$ cat src/rtl/game_level_sequencer.sv
// game_level_sequencer: game-flow controller for level intro, play, advance,
// life loss and end-screen hold/restart.
// Ports:
//   clk, reset (async, active-high)
//   levelDone, playerHit, startKey (level-sensitive inputs; startKey acts on its rising edge)
//   levelCode (00 L1, 01 L2, 10 WIN, 11 GAME_OVER), gameEnable,
//   levelStartPulse, lifeLostPulse, livesLeft
module game_level_sequencer #(
   parameter int LIVES_INIT   = 3,
   parameter int INTRO_CYCLES = 50_000_000,
   parameter int HOLD_CYCLES  = 100_000_000
) (
   input  logic       clk,
   input  logic       reset,
   input  logic       levelDone,
   input  logic       playerHit,
   input  logic       startKey,
   output logic [1:0] levelCode,
   output logic       gameEnable,
   output logic       levelStartPulse,
   output logic       lifeLostPulse,
   output logic [2:0] livesLeft
);

   localparam int MAXC = (INTRO_CYCLES > HOLD_CYCLES) ? INTRO_CYCLES : HOLD_CYCLES;
   localparam int CW   = $clog2(MAXC) + 1;

   localparam logic [CW-1:0] INTRO_LAST = CW'(INTRO_CYCLES - 1);
   localparam logic [CW-1:0] HOLD_LAST  = CW'(HOLD_CYCLES - 1);
   localparam logic [2:0]    LIVES_RST  = 3'(LIVES_INIT);

   typedef enum logic [2:0] {
      L1_INTRO  = 3'd0,
      L1_PLAY   = 3'd1,
      L2_INTRO  = 3'd2,
      L2_PLAY   = 3'd3,
      WIN_HOLD  = 3'd4,
      WIN_WAIT  = 3'd5,
      OVER_HOLD = 3'd6,
      OVER_WAIT = 3'd7
   } state_t;

   state_t        state;
   logic [CW-1:0] cnt;
   logic          key_prev;
   logic          key_rise;

   assign key_rise = startKey & ~key_prev;

   // Outputs are registered together with the state, so every branch
   // loads the output values belonging to the state being entered.
   always_ff @(posedge clk or posedge reset) begin
      if (reset) begin
         state           <= L1_INTRO;
         cnt             <= '0;
         key_prev        <= 1'b0;
         livesLeft       <= LIVES_RST;
         levelCode       <= 2'b00;
         gameEnable      <= 1'b0;
         levelStartPulse <= 1'b0;
         lifeLostPulse   <= 1'b0;
      end else begin
         key_prev        <= startKey;
         levelStartPulse <= 1'b0;
         lifeLostPulse   <= 1'b0;
         case (state)
            L1_INTRO, L2_INTRO: begin
               if (cnt == INTRO_LAST) begin
                  state           <= (state == L1_INTRO) ? L1_PLAY : L2_PLAY;
                  cnt             <= '0;
                  gameEnable      <= 1'b1;
                  levelStartPulse <= 1'b1;
               end else begin
                  cnt <= cnt + 1'b1;
               end
            end
            L1_PLAY, L2_PLAY: begin
               cnt <= '0;
               // A hit outranks a level completion in the same cycle.
               if (playerHit) begin
                  gameEnable    <= 1'b0;
                  lifeLostPulse <= 1'b1;
                  if (livesLeft > 3'd1) begin
                     livesLeft <= livesLeft - 3'd1;
                     state     <= (state == L1_PLAY) ? L1_INTRO : L2_INTRO;
                  end else begin
                     livesLeft <= 3'd0;
                     state     <= OVER_HOLD;
                     levelCode <= 2'b11;
                  end
               end else if (levelDone) begin
                  gameEnable <= 1'b0;
                  if (state == L1_PLAY) begin
                     state     <= L2_INTRO;
                     levelCode <= 2'b01;
                  end else begin
                     state     <= WIN_HOLD;
                     levelCode <= 2'b10;
                  end
               end
            end
            WIN_HOLD, OVER_HOLD: begin
               if (cnt == HOLD_LAST) begin
                  state <= (state == WIN_HOLD) ? WIN_WAIT : OVER_WAIT;
                  cnt   <= '0;
               end else begin
                  cnt <= cnt + 1'b1;
               end
            end
            WIN_WAIT, OVER_WAIT: begin
               cnt <= '0;
               if (key_rise) begin
                  state     <= L1_INTRO;
                  livesLeft <= LIVES_RST;
                  levelCode <= 2'b00;
               end
            end
            default: begin
               state      <= L1_INTRO;
               cnt        <= '0;
               levelCode  <= 2'b00;
               gameEnable <= 1'b0;
            end
         endcase
      end
   end

endmodule
$ cat config.mk
export PLATFORM = sky130hd
export DESIGN_NAME = game_level_sequencer
export DESIGN_NICKNAME = d
export VERILOG_FILES = /design/src/rtl/game_level_sequencer.sv
export SDC_FILE = /design/constraint.sdc
export NUM_CORES = 1
export LEC_CHECK = 0
export ABC_CLOCK_PERIOD_IN_PS = 1700
export CELL_PAD_IN_SITES_DETAIL_PLACEMENT = 1
export CELL_PAD_IN_SITES_GLOBAL_PLACEMENT = 2
export CORE_AREA = 3 3 84 86
export CTS_CLUSTER_DIAMETER = 150
export DETAILED_ROUTE_END_ITERATION = 7
export DIE_AREA = 0 0 87 89
export GPL_TIMING_DRIVEN = 0
export PLACE_DENSITY = 0.71
export SETUP_SLACK_MARGIN = 0.4
export SLEW_MARGIN = 20
export SYNTH_ARGS = -nofsm -noshare
export SYNTH_HDL_FRONTEND = slang
export SYNTH_SLANG_ARGS = --single-unit
$ cat constraint.sdc
create_clock -name clk -period 1.7 [get_ports clk]
set_input_delay 0.17 -clock clk [delete_from_list [all_inputs] [get_ports clk]]
set_output_delay 0.17 -clock clk [all_outputs]
set_load 0.01 [all_outputs]
Word level (Yosys, flattened, before mapping)
Cells that the tools add are included.
- bits of input ports: 5
- flip-flop bits (word level): 40
- logic and storage cells: 72
- output and inout port bits: 8
- reduce and logical (&&, ||, !) cells: 12
- mux-type cells: 32
- add/subtract/negate cells: 2
- order comparisons: 1
- bitwise operators: 2
- equality and inequality tests: 15
- operators by type and width (cell ; count):
    one-hot mux 28 bit (3 select lines) ; 1
    two-way mux 28 bit ; 2
    two-way mux 3 bit ; 10
    adder 28 x 1 -> 28 bit (second input constant) ; 1
    == test 28 x 26 -> 1 bit (second input constant) ; 1
    == test 28 x 27 -> 1 bit (second input constant) ; 1
    two-way mux 2 bit ; 8
    == test 3 bit (second input constant) ; 4
    one-hot mux 3 bit (4 select lines) ; 1
    != test 2 bit (second input constant) ; 4
    AND reduction 4 bit ; 2
    OR reduction 2 bit ; 4
    two-way mux 1 bit ; 7
    == test 3 x 2 -> 1 bit (second input constant) ; 2
    != test 3 bit (second input constant) ; 2
    one-hot mux 3 bit (2 select lines) ; 1
    AND reduction 3 bit ; 2
    one-hot mux 2 bit (2 select lines) ; 1
    nonzero test 2 bit ; 2
    OR reduction 4 bit ; 1
    == test 3 x 1 -> 1 bit (second input constant) ; 1
    greater-than comparator 3 x 1 -> 1 bit (second input constant) ; 1
    zero test 3 bit ; 1
    subtractor 3 x 1 -> 3 bit (second input constant) ; 1
    3 further kinds ; 3

Depth between registers and ports, before layout
- depth after elaboration: 5
- gate-level depth with buffers: 7
- mapped depth without buffers: 6

Worst setup path after synthesis
No wires, ideal clock.
- kind: register to register
- start: reg cnt[8]
- end: reg cnt[7]
- period minus slack after synthesis: 1.805 ns
- arrival: 1.686 ns
- setup slack: -0.105 ns
- library setup time: 0.119 ns
- buffers on the path: 1
- required time: 1.581 ns
- stages on the path, launching flop included: 6
- cell sequence: dfrtp_1 > or3_1 > or4_1 > o21ai_4 > buf_4 > nor2_1
- cells in the longest elaborated chain, start to end: 3
- elaborated cells on any way between the ends: 5
- classes of those cells: eq/ne (2); mux (3)
- ends and longest elaborated chain (what ; line ; RTL):
    start: declaration ; 44 ; logic [CW-1:0] cnt;
    start signal: assignment ; 74 ; cnt <= cnt + 1'b1;
    start signal: assignment ; 107 ; cnt <= cnt + 1'b1;
    == test 28 x 27 -> 1 bit or == test 28 x 26 -> 1 bit (tied branches) ; 103, 68 ;
    two-way mux 28 bit (on tied branches) ; 103, 68 ;
    one-hot mux 28 bit (3 select lines) (*) ; 66 ; case (state)
Mark *: on every way between the ends. The rest lies on a longest branch, timed or not.
A chain may end at the register's enable or synchronous reset.

Final worst setup path
- start: reg cnt[8]
- end: reg cnt[25]
- cells in the longest elaborated chain, start to end: 3
- elaborated cells on any way between the ends: 6
- classes of those cells: add/sub (1); eq/ne (2); mux (3)
- ends and longest elaborated chain (what ; line):
    adder 28 x 1 -> 28 bit, or another cell as far along ; 74, 107
    two-way mux 28 bit (on tied branches) ; 103, 68
    one-hot mux 28 bit (3 select lines) (*) ; 66
Marks and branches as above.

==> results.py <==
metrics = {
    "global_route": {
        "grt_util_all_layers": 0.162,
        "grt_max_degree": 22,
        "grt_pass1_wl_mm": 9.69,
        "antenna_found_initial": 0,
        "overflow": 0,
        "grt_pass1_vias": 1912,
    },
    "synth": {
        "syn_area_per_cell_um2": 9.43,
        "synthArstFlopShare": 1.00,
        "yosysTopAreaCellShare": 0.458,
        "synth_edf_count": 0,
        "yosysWarnings": 0,
        "ys_types": 40,
        "synth_top_area_cell": "dfrtp_1",
        "synth_nets": 228,
        "netlist_instances": 220,
        "ys_seq_area_frac": 0.484,
        "syn-cell-area_um2": 2070,
        "ys_seq_elements": 40,
        "synth_ff_type": "dfrtp_1",
        "synth_area_leaders": "dfrtp_1, xor2_1, nor2_1",
    },
    "critical_path": {
        "crit_path_start_kind": "flip-flop",
        "reg2reg_slack_ns": -0.16,
        "worstSetupPathType": "reg2reg",
        "critPathArrivalTime_ns": 2.04,
        "r2r_end": "cnt[25]",
        "endpoint_kind": "flip-flop",
        "r2r_cells": 5,
        "critPathMaxFanout": 5,
        "r2r_start": "cnt[8]",
        "cp.required_ns": 1.88,
    },
    "floorplanning": {
        "num_io_pins": 13,
        "core_um2": 6350,
        "die_area_um2": 7740,
        "chipHeight_um": 89,
        "die_width_um": 87,
        "rows": 29,
        "initial_core_util": 0.327,
    },
    "timing": {
        "drv_slew": 0,
        "hold_viol_final": 0,
        "fmax_mhz": 537,
        "fin_skew_ns": 0.00406,
        "slew_headroom": 0.639,
        "worstMarginPinSlew_ns": 0.539,
        "fin_crit_ns": 1.86,
        "rsz0062_at_grt": "yes",
        "finalSetupViolations": 27,
        "final.period_utilization": 1.10,
        "setup_slack_ns": -0.164,
    },
    "cells_and_area": {
        "postLayoutCellArea_um2": 2970,
        "mostFrequentLayoutCells": "dfrtp_1, nor2_1, xor2_1, buf_4",
        "final_nets": 278,
        "drive_above_1_share": 0.384,
        "layout_commonest_cell": "dfrtp_1",
        "area_growth_pct": 43.1,
        "antenna_cells": 0,
    },
    "detailed_routing": {
        "vias_per_cell": 5.10,
        "drc_errors": 0,
        "antenna_left": 0,
        "drt_iter0_markers": 67,
        "drt_wl_total_mm": 5.92,
        "wl_per_cell_um": 17.0,
        "vias": 1775,
        "drt-pass1-iter-count": 4,
    },
    "clock_tree": {
        "cts_tree": "built",
        "clock_sinks": 40,
        "insertion_delay_ns": 0.29,
        "cts.path.max_buffers": 2,
        "clkTransAtPathRegs_ns": 0.08,
        "ctsHoldBuffers": 0,
        "h-tree-depth": 2,
        "cts_buffers": 5,
        "cts_root_buf": "clkbuf_8",
    },
    "run_status": {
        "violations": "negative setup slack",
        "outcome": "complete, but fails checks",
    },
    "place": {
        "place_hpwl_mm": 3.63,
        "gp_congestion": 0.745,
        "placed_area_um2": 2390,
        "port-buffer-count": 12,
    },
    "power_and_ir_drop": {
        "clock_power_share": 0.396,
        "p_int_mw": 1.30,
        "leakagePower_nw": 1.30,
        "p_total_mw": 1.67,
        "p_per_area_nw_per_um2": 563,
        "p_comb_frac": 0.034,
        "seq_power_share": 0.570,
        "ir_drop_uv": 259,
        "switching_share": 0.219,
        "switching_power_uw": 366,
    },
    "flow_run": {
        "cap_violations": 0,
    },
    "hold_path": {
        "hp-class": "in2async",
    },
}
==> stage by stage <==
step / hold WS [ns] / util / std cells / worst slack, ns / setup TNS, ns
floorplan: 0.201 / - / 220 / -0.0318 / -0.288
global placement: 0.482 / 0.372 / 309 / -0.527 / -24.93
detailed placement: 0.483 / 0.376 / 310 / -0.551 / -10.92
CTS: 0.232 / 0.433 / 335 / -0.169 / -4.02
global route: 0.261 / 0.467 / 348 / -0.245 / -6.08
finish: 0.218 / 0.467 / 348 / -0.164 / -3.76
==> synth_stat cells, types with 3 or more instances <==
master and instances:
a21oi_1 4, and2_1 5, and3_1 3, clkbuf_1 4, dfrtp_1 38, ha_1 3
inv_1 10, nand2_1 13, nand2b_1 3, nand3_1 14, nand4_1 12, nor2_1 42
nor3_1 5, nor4_1 3, o21ai_0 5, or4_1 3, xnor2_1 6, xor2_1 20
==> logic make-up (layout without fill, tap and decap cells) <==
kind of cell / count (synthesis) / after routing / synth area share
xor gates and xnor gates: 26 / 26 / 0.110
buffers and inverters: 16 / 67 / 0.0314
adders and majority gates: 3 / 3 / 0.0181
AOI/OAI and AO/OA: 20 / 20 / 0.0670
and+or+nand+nor: 113 / 113 / 0.279
muxes: 2 / 2 / 0.0109
DFF: 40 / 40 / 0.484
==> worst max-delay path by stage <==
stage                 from  depth (start not counted)  slack (ns)       to
floorplan           cnt[8]                          5       -0.03   cnt[7]
global placement    cnt[0]                          7       -0.53   cnt[7]
detailed placement  cnt[0]                          7       -0.55  cnt[25]
CTS                 cnt[8]                          5       -0.17  cnt[25]
global route        cnt[8]                          5       -0.25  cnt[25]
finish              cnt[8]                          5       -0.16  cnt[25]
==> critical path, cell delays in order, from the launching register on <==
cell	delay, ns
dfrtp_2	0.44
or3_1	0.36
or4_4	0.44
o21ai_4	0.26
buf_6	0.19
nor2_1	0.06
==> power groups by stage <==
| stage | sequential, mW | clock (mW) | combinational, mW |
|---|---|---|---|
| finish | 0.953 | 0.662 | 0.0561 |
| global route | 0.953 | 0.735 | 0.0625 |
| CTS | 0.953 | 0.696 | 0.0513 |
| detailed placement | 0.971 | 0 | 0.0476 |
| global placement | 0.971 | 0 | 0.0393 |
| floorplan | 0.971 | 0 | 0.0201 |
==> cell type report <==
cell class | instances | area, µm²
inverters | 10 | 37.5
multi-input cells | 164 | 1280
well taps | 77 | 96.3
fillers | 722 | 3380
clock buffers | 8 | 90.1
repair buffers | 43 | 400
plain buffers | 6 | 56.3
flip-flops and latches | 40 | 1010
==> flip-flops by register name, indices dropped and copies added, names as in the netlist <==
signal and count:
levelStartPulse 1, cnt 28, levelCode 2, key_prev 1
state 3, gameEnable 1, lifeLostPulse 1, livesLeft 3
==> routing by layer <==
| layer | up-vias | GRT usage | part of all wire |
|---|---|---|---|
| met5 | - | 0 | 0 |
| met4 | 0 | 0.0510 | 0.011 |
| met3 | 6 | 0.0359 | 0.028 |
| met1 | 893 | 0.212 | 0.46 |
| li1 | 855 | - | - |
| met2 | 21 | 0.268 | 0.51 |
==> what timing repair did <==
action | CTS | global route
gates cloned | 1 | 0
buffers inserted | 16 | 13
resized for setup | 53 | 36
pin swaps | 17 | 20
endpoints found under the setup margin | 46 | 38
Note: power is estimated with default switching activity, not from simulation.
==> variant, RTL diff (same flow settings) <==
Encoding of `state_t`: now one-hot (8 bits for 8 states).
--- a/src/rtl/game_level_sequencer.sv
+++ b/src/rtl/game_level_sequencer.sv
@@ -29,15 +29,15 @@
    localparam logic [CW-1:0] HOLD_LAST  = CW'(HOLD_CYCLES - 1);
    localparam logic [2:0]    LIVES_RST  = 3'(LIVES_INIT);
 
-   typedef enum logic [2:0] {
-      L1_INTRO  = 3'd0,
-      L1_PLAY   = 3'd1,
-      L2_INTRO  = 3'd2,
-      L2_PLAY   = 3'd3,
-      WIN_HOLD  = 3'd4,
-      WIN_WAIT  = 3'd5,
-      OVER_HOLD = 3'd6,
-      OVER_WAIT = 3'd7
+   typedef enum logic [7:0] {
+      L1_INTRO  = 8'b00000001,
+      L1_PLAY   = 8'b00000010,
+      L2_INTRO  = 8'b00000100,
+      L2_PLAY   = 8'b00001000,
+      WIN_HOLD  = 8'b00010000,
+      WIN_WAIT  = 8'b00100000,
+      OVER_HOLD = 8'b01000000,
+      OVER_WAIT = 8'b10000000
    } state_t;
 
    state_t        state;
Check against the original RTL: no difference found for any inputs over 10 cycles, from zero or initial values and one cycle with reset high; not proved beyond that.
==> variant against the original RTL <==
  * The flow still finishes with violations (negative setup slack)
  * Sequential cell count increased by 5
  * Clock skew increased by 3.4 ps
  * Combinational power increased by 34%
  * Synthesized area increased by 19%
  * Wire length increased by 7.1%
  * Total power increased by 7.5%
  * Setup slack got worse by 360 ps
  * Cell area increased by 6.6%
  * Largest cell class unchanged
==> variant: results (changes against the original RTL) <==
set qor(reg.largest.list) {cnt x28, state x8, livesLeft x3} ;# was cnt x28, livesLeft x3, state x3
set qor(report.final.setup_viol) 43 ;# was 27
set qor(top_cells_by_area_in_the_synthesized_netlist) {sky130_fd_sc_hd__dfrtp_1 (42%), sky130_fd_sc_hd__xor2_1 (5.7%), sky130_fd_sc_hd__nor2_1 (5.5%)} ;# was sky130_fd_sc_hd__dfrtp_1 (46%), sky130_fd_sc_hd__xor2_1 (8.4%), sky130_fd_sc_hd__nor2_1 (7.6%)
set qor(leakage_uw) 0.00138 ;# was 0.00130 µW
set qor(fin_nets) 300 ;# was 278
set qor(fillCellCount) 719 ;# was 722
set qor(grt_pass1_wl_um) 11100 ;# was 9690 µm
set qor(fraction_of_layout_cells_with_a_size_suffix_above_1_pct) 25.6 ;# was 38.4%
set qor(multi_input_area_share_pct) 44.8 ;# was 43.1%
set qor(postPlaceCellArea_um2) 2760 ;# was 2390 µm²
set qor(placement.setup.worst_slack_ps) -677 ;# was -551 ps
set qor(n_all_buffers) 42 ;# was 49
set qor(crit_path_max_incr_delay_ps) 520 ;# was 440 ps
set qor(cp-endpoint) {state[0]$_DFFE_PP1P_} ;# was cnt[25]$_DFF_PP0_
set qor(outcome) {complete, but fails checks} ;# unchanged
set qor(comb_power_share_pct) 4.2 ;# was 3.4%
set qor(worst_slack_ps) -526 ;# was -164 ps
set qor(seq_area_share_pct) 35.8 ;# was 33.9%
set qor(vias_per_cell) 5.39 ;# was 5.10
set qor(arrival_time_of_the_worst_setup_path_ps) 2460 ;# was 2040 ps
set qor(dp.cells) 340 ;# was 310
set qor(postLayoutCellArea_um2) 3160 ;# was 2970 µm²
set qor(timing.critical_path.fanout_max) 4 ;# was 5
set qor(worstSetupStartpoint) {state[1]$_DFFE_PP0P_} ;# was cnt[8]$_DFF_PP0_
set qor(wl_um) 6340 ;# was 5920 µm
set qor(seq_cells) 45 ;# was 40
set qor(failed_checks) {negative setup slack} ;# unchanged
-- variant: routing by layer --
metal / vias up / GRT usage (%) / part of all wire, %
li1: 980 / - / -
met2: 22 / 32.6 / 52
met4: 0 / 4.96 / 1.5
met3: 8 / 3.23 / 2.1
met5: - / 0 / 0
met1: 984 / 23.7 / 44
-- variant: cell families (layout without fill, tap and decap cells) --
family / after synthesis / after routing / synth area share (%)
xor+xnor: 28 / 28 / 9.91
simple gates: 125 / 125 / 27.7
mux: 4 / 4 / 1.77
flops: 45 / 45 / 45.7
fa+ha+maj: 3 / 3 / 1.52
buf+inv: 17 / 60 / 3.39
compound gates: 28 / 28 / 10.1
-- variant: what timing repair did --
action | CTS | global route
hold buffers | 0 | 0
hold endpoints to repair | 0 | 0
resized for setup | 38 | 15
setup endpoints to repair | 52 | 47
pin swaps | 14 | 7
setup buffers | 18 | 4
